<file path="src/rtl/hor_player_mover_if.sv">
// Bundles the control inputs and status outputs of the horizontal player mover.
// The game controller drives through master; the mover itself uses slave.
interface hor_player_mover_if;
  logic       bludged;
  logic       left_button;
  logic       right_button;
  logic [9:0] ver_position;
  logic [9:0] hor_position;
  logic       clean;
  logic [3:0] bludge_time;

  modport master (
    output bludged,
    output left_button,
    output right_button,
    output ver_position,
    input  hor_position,
    input  clean,
    input  bludge_time
  );

  modport slave (
    input  bludged,
    input  left_button,
    input  right_button,
    input  ver_position,
    output hor_position,
    output clean,
    output bludge_time
  );
endinterface

</file>
<file path="src/rtl/hor_player_mover.sv">
// Horizontal player mover: button-driven stepping, edge clamping and bludger stun.
// Define HOR_PLAYER_BLOCK_EN to stop the player overlapping the teammate vertical player.
module hor_player_mover #(
  parameter int PLAYER_RADIUS      = 16,
  parameter int INITIAL_HOR_POS    = 400,
  parameter int VER_POS            = 370,
  parameter int MOVEMENT_FREQUENCY = 250000,
  parameter int BLOCKING_BALL_X    = 240,
  parameter int LEFT_BOUNDARY      = 36,
  parameter int RIGHT_BOUNDARY     = 764,
  parameter int STUN_SECONDS       = 5,
  parameter int SECOND_CYCLES      = 50000000
) (
  input logic clk,
  input logic rst_n,
  hor_player_mover_if.slave bus
);

  localparam int STEP_W = (MOVEMENT_FREQUENCY > 1) ? $clog2(MOVEMENT_FREQUENCY) : 1;
  localparam int SEC_W  = (SECOND_CYCLES > 1) ? $clog2(SECOND_CYCLES) : 1;

  localparam logic [STEP_W-1:0] STEP_LAST = STEP_W'(MOVEMENT_FREQUENCY - 1);
  localparam logic [SEC_W-1:0]  SEC_LAST  = SEC_W'(SECOND_CYCLES - 1);

  localparam logic signed [10:0] LEFT_S  = 11'(LEFT_BOUNDARY);
  localparam logic signed [10:0] RIGHT_S = 11'(RIGHT_BOUNDARY);
  localparam logic [3:0]         STUN_INIT = 4'(STUN_SECONDS);

  typedef enum logic {
    IDLE,
    STUNNED
  } state_t;

  state_t            state_q, state_d;
  logic [9:0]        hor_q, hor_d;
  logic              clean_q, clean_d;
  logic [3:0]        btime_q, btime_d;
  logic [STEP_W-1:0] step_q, step_d;
  logic [SEC_W-1:0]  sec_q, sec_d;
  logic              bludged_q;

  logic              tick;
  logic              bludge_rise;
  logic              want_move;
  logic signed [10:0] cand;
  logic              in_bounds;
  logic              blocked;
  logic              move_ok;

  assign tick        = (step_q == STEP_LAST);
  assign bludge_rise = bus.bludged & ~bludged_q;

  // Candidate is formed in 11-bit signed space so pos-1 at zero cannot wrap.
  always_comb begin
    want_move = 1'b0;
    cand      = $signed({1'b0, hor_q});
    if (!bus.left_button && bus.right_button) begin
      want_move = 1'b1;
      cand      = $signed({1'b0, hor_q}) - 11'sd1;
    end else if (bus.left_button && !bus.right_button) begin
      want_move = 1'b1;
      cand      = $signed({1'b0, hor_q}) + 11'sd1;
    end
  end

  assign in_bounds = (cand >= LEFT_S) && (cand <= RIGHT_S);

`ifdef HOR_PLAYER_BLOCK_EN
  localparam logic [10:0]        MIN_GAP  = 11'(2 * PLAYER_RADIUS);
  localparam logic signed [10:0] ROW_S    = 11'(VER_POS);
  localparam logic signed [10:0] BLOCK_XS = 11'(BLOCKING_BALL_X);

  function automatic logic [10:0] abs_diff(input logic signed [10:0] a,
                                           input logic signed [10:0] b);
    logic signed [10:0] d;
    d = a - b;
    return (d < 0) ? 11'(-d) : 11'(d);
  endfunction

  logic in_row;
  assign in_row  = abs_diff($signed({1'b0, bus.ver_position}), ROW_S) < MIN_GAP;
  assign blocked = in_row && (abs_diff(cand, BLOCK_XS) < MIN_GAP);
`else
  logic unused_ver;
  assign unused_ver = ^bus.ver_position;
  assign blocked    = 1'b0;
`endif

  assign move_ok = want_move && in_bounds && !blocked;

  always_ff @(posedge clk or negedge rst_n) begin
    if (!rst_n) begin
      state_q   <= IDLE;
      hor_q     <= 10'(INITIAL_HOR_POS);
      clean_q   <= 1'b0;
      btime_q   <= 4'd0;
      step_q    <= '0;
      sec_q     <= '0;
      bludged_q <= 1'b0;
    end else begin
      state_q   <= state_d;
      hor_q     <= hor_d;
      clean_q   <= clean_d;
      btime_q   <= btime_d;
      step_q    <= step_d;
      sec_q     <= sec_d;
      bludged_q <= bus.bludged;
    end
  end

  // A stun edge outranks a coincident step tick; bludged edges are ignored while stunned.
  always_comb begin
    state_d = state_q;
    hor_d   = hor_q;
    clean_d = 1'b0;
    btime_d = btime_q;
    step_d  = tick ? '0 : step_q + STEP_W'(1);
    sec_d   = sec_q;

    case (state_q)
      IDLE: begin
        sec_d = '0;
        if (bludge_rise) begin
          state_d = STUNNED;
          btime_d = STUN_INIT;
        end else if (tick && move_ok) begin
          hor_d = cand[9:0];
        end
      end

      STUNNED: begin
        if (sec_q == SEC_LAST) begin
          sec_d = '0;
          if (btime_q <= 4'd1) begin
            btime_d = 4'd0;
            clean_d = 1'b1;
            state_d = IDLE;
          end else begin
            btime_d = btime_q - 4'd1;
          end
        end else begin
          sec_d = sec_q + SEC_W'(1);
        end
      end

      default: begin
        state_d = IDLE;
      end
    endcase
  end

  assign bus.hor_position = hor_q;
  assign bus.clean        = clean_q;
  assign bus.bludge_time  = btime_q;

endmodule

</file>
<file path="src/flat_wrapper.sv">
// flat-port wrapper written by rule: the top's interface ports become plain ports
module hor_player_mover_flat 
#(
  parameter int PLAYER_RADIUS      = 16,
  parameter int INITIAL_HOR_POS    = 400,
  parameter int VER_POS            = 370,
  parameter int MOVEMENT_FREQUENCY = 250000,
  parameter int BLOCKING_BALL_X    = 240,
  parameter int LEFT_BOUNDARY      = 36,
  parameter int RIGHT_BOUNDARY     = 764,
  parameter int STUN_SECONDS       = 5,
  parameter int SECOND_CYCLES      = 50000000
)
  (clk, rst_n, bus_bludged, bus_left_button, bus_right_button, bus_ver_position, bus_hor_position, bus_clean, bus_bludge_time);
  hor_player_mover_if bus_i ();
  input logic clk;
  input logic rst_n;
  input wire logic [$bits(bus_i.bludged)-1:0] bus_bludged;
  input wire logic [$bits(bus_i.left_button)-1:0] bus_left_button;
  input wire logic [$bits(bus_i.right_button)-1:0] bus_right_button;
  input wire logic [$bits(bus_i.ver_position)-1:0] bus_ver_position;
  output wire logic [$bits(bus_i.hor_position)-1:0] bus_hor_position;
  output wire logic [$bits(bus_i.clean)-1:0] bus_clean;
  output wire logic [$bits(bus_i.bludge_time)-1:0] bus_bludge_time;
  assign bus_i.bludged = bus_bludged;
  assign bus_i.left_button = bus_left_button;
  assign bus_i.right_button = bus_right_button;
  assign bus_i.ver_position = bus_ver_position;
  assign bus_hor_position = bus_i.hor_position;
  assign bus_clean = bus_i.clean;
  assign bus_bludge_time = bus_i.bludge_time;
  hor_player_mover #(.PLAYER_RADIUS(PLAYER_RADIUS), .INITIAL_HOR_POS(INITIAL_HOR_POS), .VER_POS(VER_POS), .MOVEMENT_FREQUENCY(MOVEMENT_FREQUENCY), .BLOCKING_BALL_X(BLOCKING_BALL_X), .LEFT_BOUNDARY(LEFT_BOUNDARY), .RIGHT_BOUNDARY(RIGHT_BOUNDARY), .STUN_SECONDS(STUN_SECONDS), .SECOND_CYCLES(SECOND_CYCLES)) u_core (.clk(clk), .rst_n(rst_n), .bus(bus_i));
endmodule
</file>
<file path="config.mk">
export PLATFORM = sky130hd
export DESIGN_NAME = hor_player_mover_flat
export DESIGN_NICKNAME = d
export VERILOG_FILES = /design/src/rtl/hor_player_mover_if.sv /design/src/rtl/hor_player_mover.sv /design/src/flat_wrapper.sv
export SDC_FILE = /design/constraint.sdc
export NUM_CORES = 1
export LEC_CHECK = 0
export CAP_MARGIN = 20
export CORE_MARGIN = 2
export CORE_UTILIZATION = 40
export DETAILED_ROUTE_END_ITERATION = 8
export PLACE_DENSITY = 0.62
export SLEW_MARGIN = 5
export SYNTH_ARGS = -nofsm -noshare
export SYNTH_HDL_FRONTEND = slang
export SYNTH_SLANG_ARGS = --single-unit
</file>
<file path="constraint.sdc">
create_clock -name clk -period 3.1 [get_ports clk]
set_input_delay 0.31 -clock clk [delete_from_list [all_inputs] [get_ports clk]]
set_output_delay 0.31 -clock clk [all_outputs]
set_load 0.005 [all_outputs]
</file>
After elaboration in Yosys (flattened, before gate mapping) --
Cells that the tools add are included.
Storage, ports and cells: flip-flop bits (word level) 61, input bits 15, output and inout bits 15, logic and storage cells 50
Operators by class: add/sub/neg operators 5, magnitude comparators 3, equality and inequality tests 4, mux-type cells 18, bitwise gates (word level) 4, reductions and logical operators 9
Operator list (number):
- one-hot mux 26 bit (2 select lines) | 1
- adder 26 x 1 -> 26 bit, second input constant | 1
- equality test 26 bit, second input constant | 1
- two-way mux 26 bit | 1
- two-way mux 11 bit | 2
- adder 18 x 1 -> 18 bit, second input constant | 1
- equality test 18 bit, second input constant | 1
- two-way mux 18 bit | 1
- two-way mux 4 bit | 3
- adder 10 x 1 -> 11 bit, second input constant | 1
- >= comparator 11 x 7 -> 1 bit, second input constant | 1
- <= comparator 11 bit, second input constant | 1
- subtractor 10 x 1 -> 11 bit, second input constant | 1
- two-way mux 1 bit | 8
- one-hot mux 4 bit (2 select lines) | 1
- logical AND 1 bit | 5
- <= comparator 4 x 1 -> 1 bit, second input constant | 1
- subtractor 4 x 1 -> 4 bit, second input constant | 1
- inverter 1 bit | 3
- AND reduction 3 bit | 1
- logical NOT 1 bit | 2
- != test 2 x 1 -> 1 bit, second input constant | 1
- != test 2 bit, second input constant | 1
- one-hot mux 1 bit (2 select lines) | 1
- other kinds (2) | 2

Longest topological paths before layout --
depth after elaboration 9, depth in mapped cells 10

Least setup slack after synthesis --
Ideal clock, no wire load.
path type reg-to-reg, from register u_core.hor_q[0] (netlist: u_core.bus.hor_position[0]), to register u_core.hor_q[6] (netlist: u_core.bus.hor_position[6]), library setup time 0.128 ns, data arrival time 2.333 ns, data required time 2.972 ns, slack 0.639 ns, stages on the path, launching flop included 10, period minus slack after synthesis 2.461 ns, cells stage by stage dfrtp_1 inv_1 ha_1 nand3b_1 or4_1 o211ai_2 nor4b_2 nand3_1 o21ai_1 mux2_1
Between the ends: word-level cells in the longest chain between the ends 8
RTL lines:
- from (decl) | RTL line hor_player_mover.sv:35 | logic [9:0] hor_q, hor_d;
- from (signal assigned) | RTL line hor_player_mover.sv:94 | hor_q <= 10'(INITIAL_HOR_POS);
- from (signal assigned) | RTL line hor_player_mover.sv:102 | hor_q <= hor_d;
- adder 10 x 1 -> 11 bit | RTL line hor_player_mover.sv:62 | cand = $signed({1'b0, hor_q}) + 11'sd1;
- two-way mux 11 bit | RTL line hor_player_mover.sv:60 | end else if (bus.left_button && !bus.right_button) begin
- two-way mux 11 bit (*) | RTL line hor_player_mover.sv:57 | if (!bus.left_button && bus.right_button) begin
- >= comparator 11 x 7 -> 1 bit or <= comparator 11 bit (tied branches) | RTL line hor_player_mover.sv:66 | assign in_bounds = (cand >= LEFT_S) && (cand <= RIGHT_S);
- logical AND 1 bit | RTL line hor_player_mover.sv:66
- logical AND 1 bit | RTL line hor_player_mover.sv:89 | assign move_ok = want_move && in_bounds && !blocked;
- logical AND 1 bit | RTL line hor_player_mover.sv:126 | end else if (tick && move_ok) begin
- AND reduction 3 bit (no line)
Every way passes the cells marked *; elsewhere a longest branch is shown, timed or not. A chain may end at the register's enable or synchronous reset.

Final worst setup path --
Ends and elaborated chain as after synthesis.

==> summary.md <==
| Metric | Value |
|---|---|
| FF+latch area | `1530 sq um` |
| Largest net degree at the start of global routing | `47` |
| DP Area | `3882 sq um` |
| Post-CTS Setup Repair Bufs | `0` |
| Switching Share | `0.2643` |
| Final min period | `2.815 ns` |
| I/O Pins | `30` |
| Clk pwr share | `0.368` |
| Number of synthesized flops with an enable pin | `0` |
| Worst-path fanout max | `7` |
| Synth top area share | `0.4140` |
| Async S/R FF share, synth | `1.000` |
| Max-slew violations | `0` |
| YS warnings | `0` |
| RSZ-0062 raised after global routing | `false` |
| CTS Buf Count | `9` |
| DRT iter0 DRCs | `70` |
| Critical-path cell list | `inv_1 -> ha_1 -> nand3b_1 -> buf_4 -> o22ai_1 -> xor2_1 -> o31a_1 -> o31ai_2 -> o21ai_1 -> mux2_1` |
| CTS tree | `done` |
| CTS clk-pin slew, worst paths | `0.07 ns` |
| Port Buf Inserts | `19` |
| Commonest cells after routing, fill and taps aside | `dfrtp_1, nor2_1, nand3_1, xnor2_1, nand2_1` |
| Worst-margin pin slew | `0.5652 ns` |
| Final ANT Viol Nets | `0` |
| Outcome | `finished, final reports clean` |
| F_max | `355.2 MHz` |
| Gate power share | `0.111` |
| Top FF cell, synth | `dfrtp_1` |
| Crit end category | `register` |
| Mapped cell area | `3506 sq um` |
| Most common cell after layout, fill and taps aside | `dfrtp_1` |
| Setup Viol. Count Final | `0` |
| Leak Pwr | `1.743 nW` |
| DP HPWL | `5182 um` |
| Layout area overhead | `16.70%` |
| Pwr dens | `425.0 nW/um^2` |
| Worst path max stage delay | `0.46 ns` |
| Period utilisation layout | `0.9081` |
| P_sw | `0.4595 mW` |
| # rows | `34` |
| Crit path max-delay cell type | `dfrtp_1` |
| Net Count, Synth | `387` |
| Synth Instances | `364` |
| Number of vias per cell | `5.315` |
| Fillers | `828` |
| Die width | `97.62 um` |
| Fin Setup TNS | `0 ns` |
| Diodes inserted | `0` |
| R2R depth | `10` |
| Grt ovf | `0` |
| Cell internal pwr | `1.279 mW` |
| Critical path class | `register to register` |
| Seq pwr share | `0.521` |
| First-pass GRT wire length | `12250 um` |
| R2r endpoint | `u_core.bus.hor_position[6]` |
| MaxCap Viol Count | `0` |
| WP data required | `3.31 ns` |
| Die height | `97.62 um` |
| Setup Skew | `0.01164 ns` |
| Pre-Repair DR Iteration Count | `4` |
| Hold Crit Class | `input port to async pin` |
| Clk Tree Root Cell | `clkbuf_8` |
| Worst slew margin | `0.6203` |
| Reg2reg setup slack | `0.28 ns` |
| GPL Wtd Cong | `0.8330` |
| #FFs+latches synth | `61` |
| Main area contributors after synthesis | `dfrtp_1, xnor2_1, xor2_1` |
| Final #Nets | `424` |
| Share of layout cells above drive strength 1 | `0.1256` |
| CORE AREA | `8593 sq um` |
| TritonCTS Sinks | `61` |
| Drt drc | `0` |
| Routed WL | `7074 um` |
| Maximum vdd drop | `0.1753 mV` |
| Power, Total | `1.739 mW` |
| Clock Latency Late Sink | `0.33 ns` |
| DIE AREA | `9530 sq um` |
| Final instance area | `4091 sq um` |
| CTS H-Tree Depth | `3` |
| Initial antenna violation count | `0` |
| Post-DR wirelength/cell | `13.76 um` |
| Mapped Avg Cell Area | `9.631 sq um` |
| Total GRT Usage | `0.1572` |
| Crit path DAT | `3.03 ns` |
| Startpoint types | `register` |
| CTS max path bufs | `2` |
| Hold Vio Cnt, Final | `0` |
| Crit Reg-Reg Startpoint | `u_core.bus.hor_position[0]` |
| Vias in the first global route | `2643` |
| Yosys cell types | `68` |
| Starting Density | `0.4080` |
| Register area share after synthesis | `0.4365` |
| Synth area leader | `dfrtp_1` |
| Via count | `2732` |
| Multi-input gate area | `1882 sq um` |
## flip-flops by register name, indices dropped and copies added, names as in the netlist
signal,count
u_core.state_q,1
u_core.bus.bludge_time,4
u_core.bus.clean,1
u_core.step_q,18
u_core.bus.hor_position,10
u_core.sec_q,26
u_core.bludged_q,1
## power by group through the flow
stage / Combinational, mW / Sequential, mW / Clock [mW]
floorplan: 0.122 / 0.908 / 0
global placement: 0.185 / 0.919 / 0
detailed placement: 0.189 / 0.919 / 0
CTS: 0.191 / 0.905 / 0.674
global route: 0.220 / 0.912 / 0.702
finish: 0.192 / 0.906 / 0.640
## cell families after synthesis
family / share of synthesized area
buf+inv: 0.02676
mux: 0.01249
xor+xnor: 0.1174
compound gates: 0.1078
fa+ha+maj: 0.02855
simple gates: 0.2705
flops: 0.4365
## per-stage QoR
stage / hold slack, ns / std cells / utilization / setup slack (ns)
2_1_floorplan: 0.01441 / 364 / - / 0.6395
3_3_place_gp: 0.4840 / 496 / 0.4518 / -0.01308
3_5_place_dp: 0.4841 / 496 / 0.4518 / -0.003733
4_1_cts: 0.1839 / 512 / 0.4726 / 0.3228
5_1_grt: 0.4704 / 514 / 0.4761 / 0.09229
6_report: 0.4849 / 514 / 0.4761 / 0.2847
## repair_timing
action,4_1_cts,5_1_grt
endpoints found under the hold margin,0,20
gates resized for setup,0,0
hold buffers,0,1
## synthesized netlist by cell type (8+ instances only)
cell / number
nand2_1: 25
xor2_1: 22
xnor2_1: 25
inv_1: 14
nor3_1: 13
ha_1: 8
nand4_1: 8
nand3_1: 25
dfrtp_1: 58
and2_1: 8
nor2_1: 46
and3_1: 12
o21ai_0: 8
a21oi_1: 8
## layout make-up
class | count | share of cell area
clock buffers | 13 | 0.03884
clock inverters | 3 | 0.004893
inverters | 14 | 0.01284
multi-input cells | 281 | 0.4599
flip-flops and latches | 61 | 0.3740
well taps | 108 | 0.03303
repair buffers | 34 | 0.07645
## worst max-delay path, delay by kind of cell, from the launching register on
kind / cells / cell delay, ns
xor gates and xnor gates: 1 / 0.13
muxes: 1 / 0.33
buffers and inverters: 2 / 0.34
DFF: 1 / 0.46
adders and majority gates: 1 / 0.20
and+or+nand+nor: 1 / 0.18
AOI/OAI and AO/OA: 4 / 1.06
## worst max path at each step
stage	from	to	slack [ns]	cells past startpoint
after floorplan	u_core.bus.hor_position[0]	u_core.bus.hor_position[6]	0.64	9
after global placement	bus_left_button	u_core.bus.hor_position[3]	-0.01	10
after detailed placement	bus_left_button	u_core.bus.hor_position[5]	-0.004	10
after CTS	u_core.bus.hor_position[0]	u_core.bus.hor_position[6]	0.32	10
after global routing	u_core.bus.hor_position[0]	u_core.bus.hor_position[6]	0.09	10
final	u_core.bus.hor_position[0]	u_core.bus.hor_position[6]	0.28	10
## metal layers
layer  share of wire  GRT usage  up-vias  wire length [um]
met5               0          0        -                 0
met4           0.013    0.05662        0                94
met3           0.027    0.03885        6               189
met2            0.47     0.2462       31              3311
met1            0.49     0.2121     1329              3479
li1                -          -     1366                 -
(Power assumes the default switching activity.)
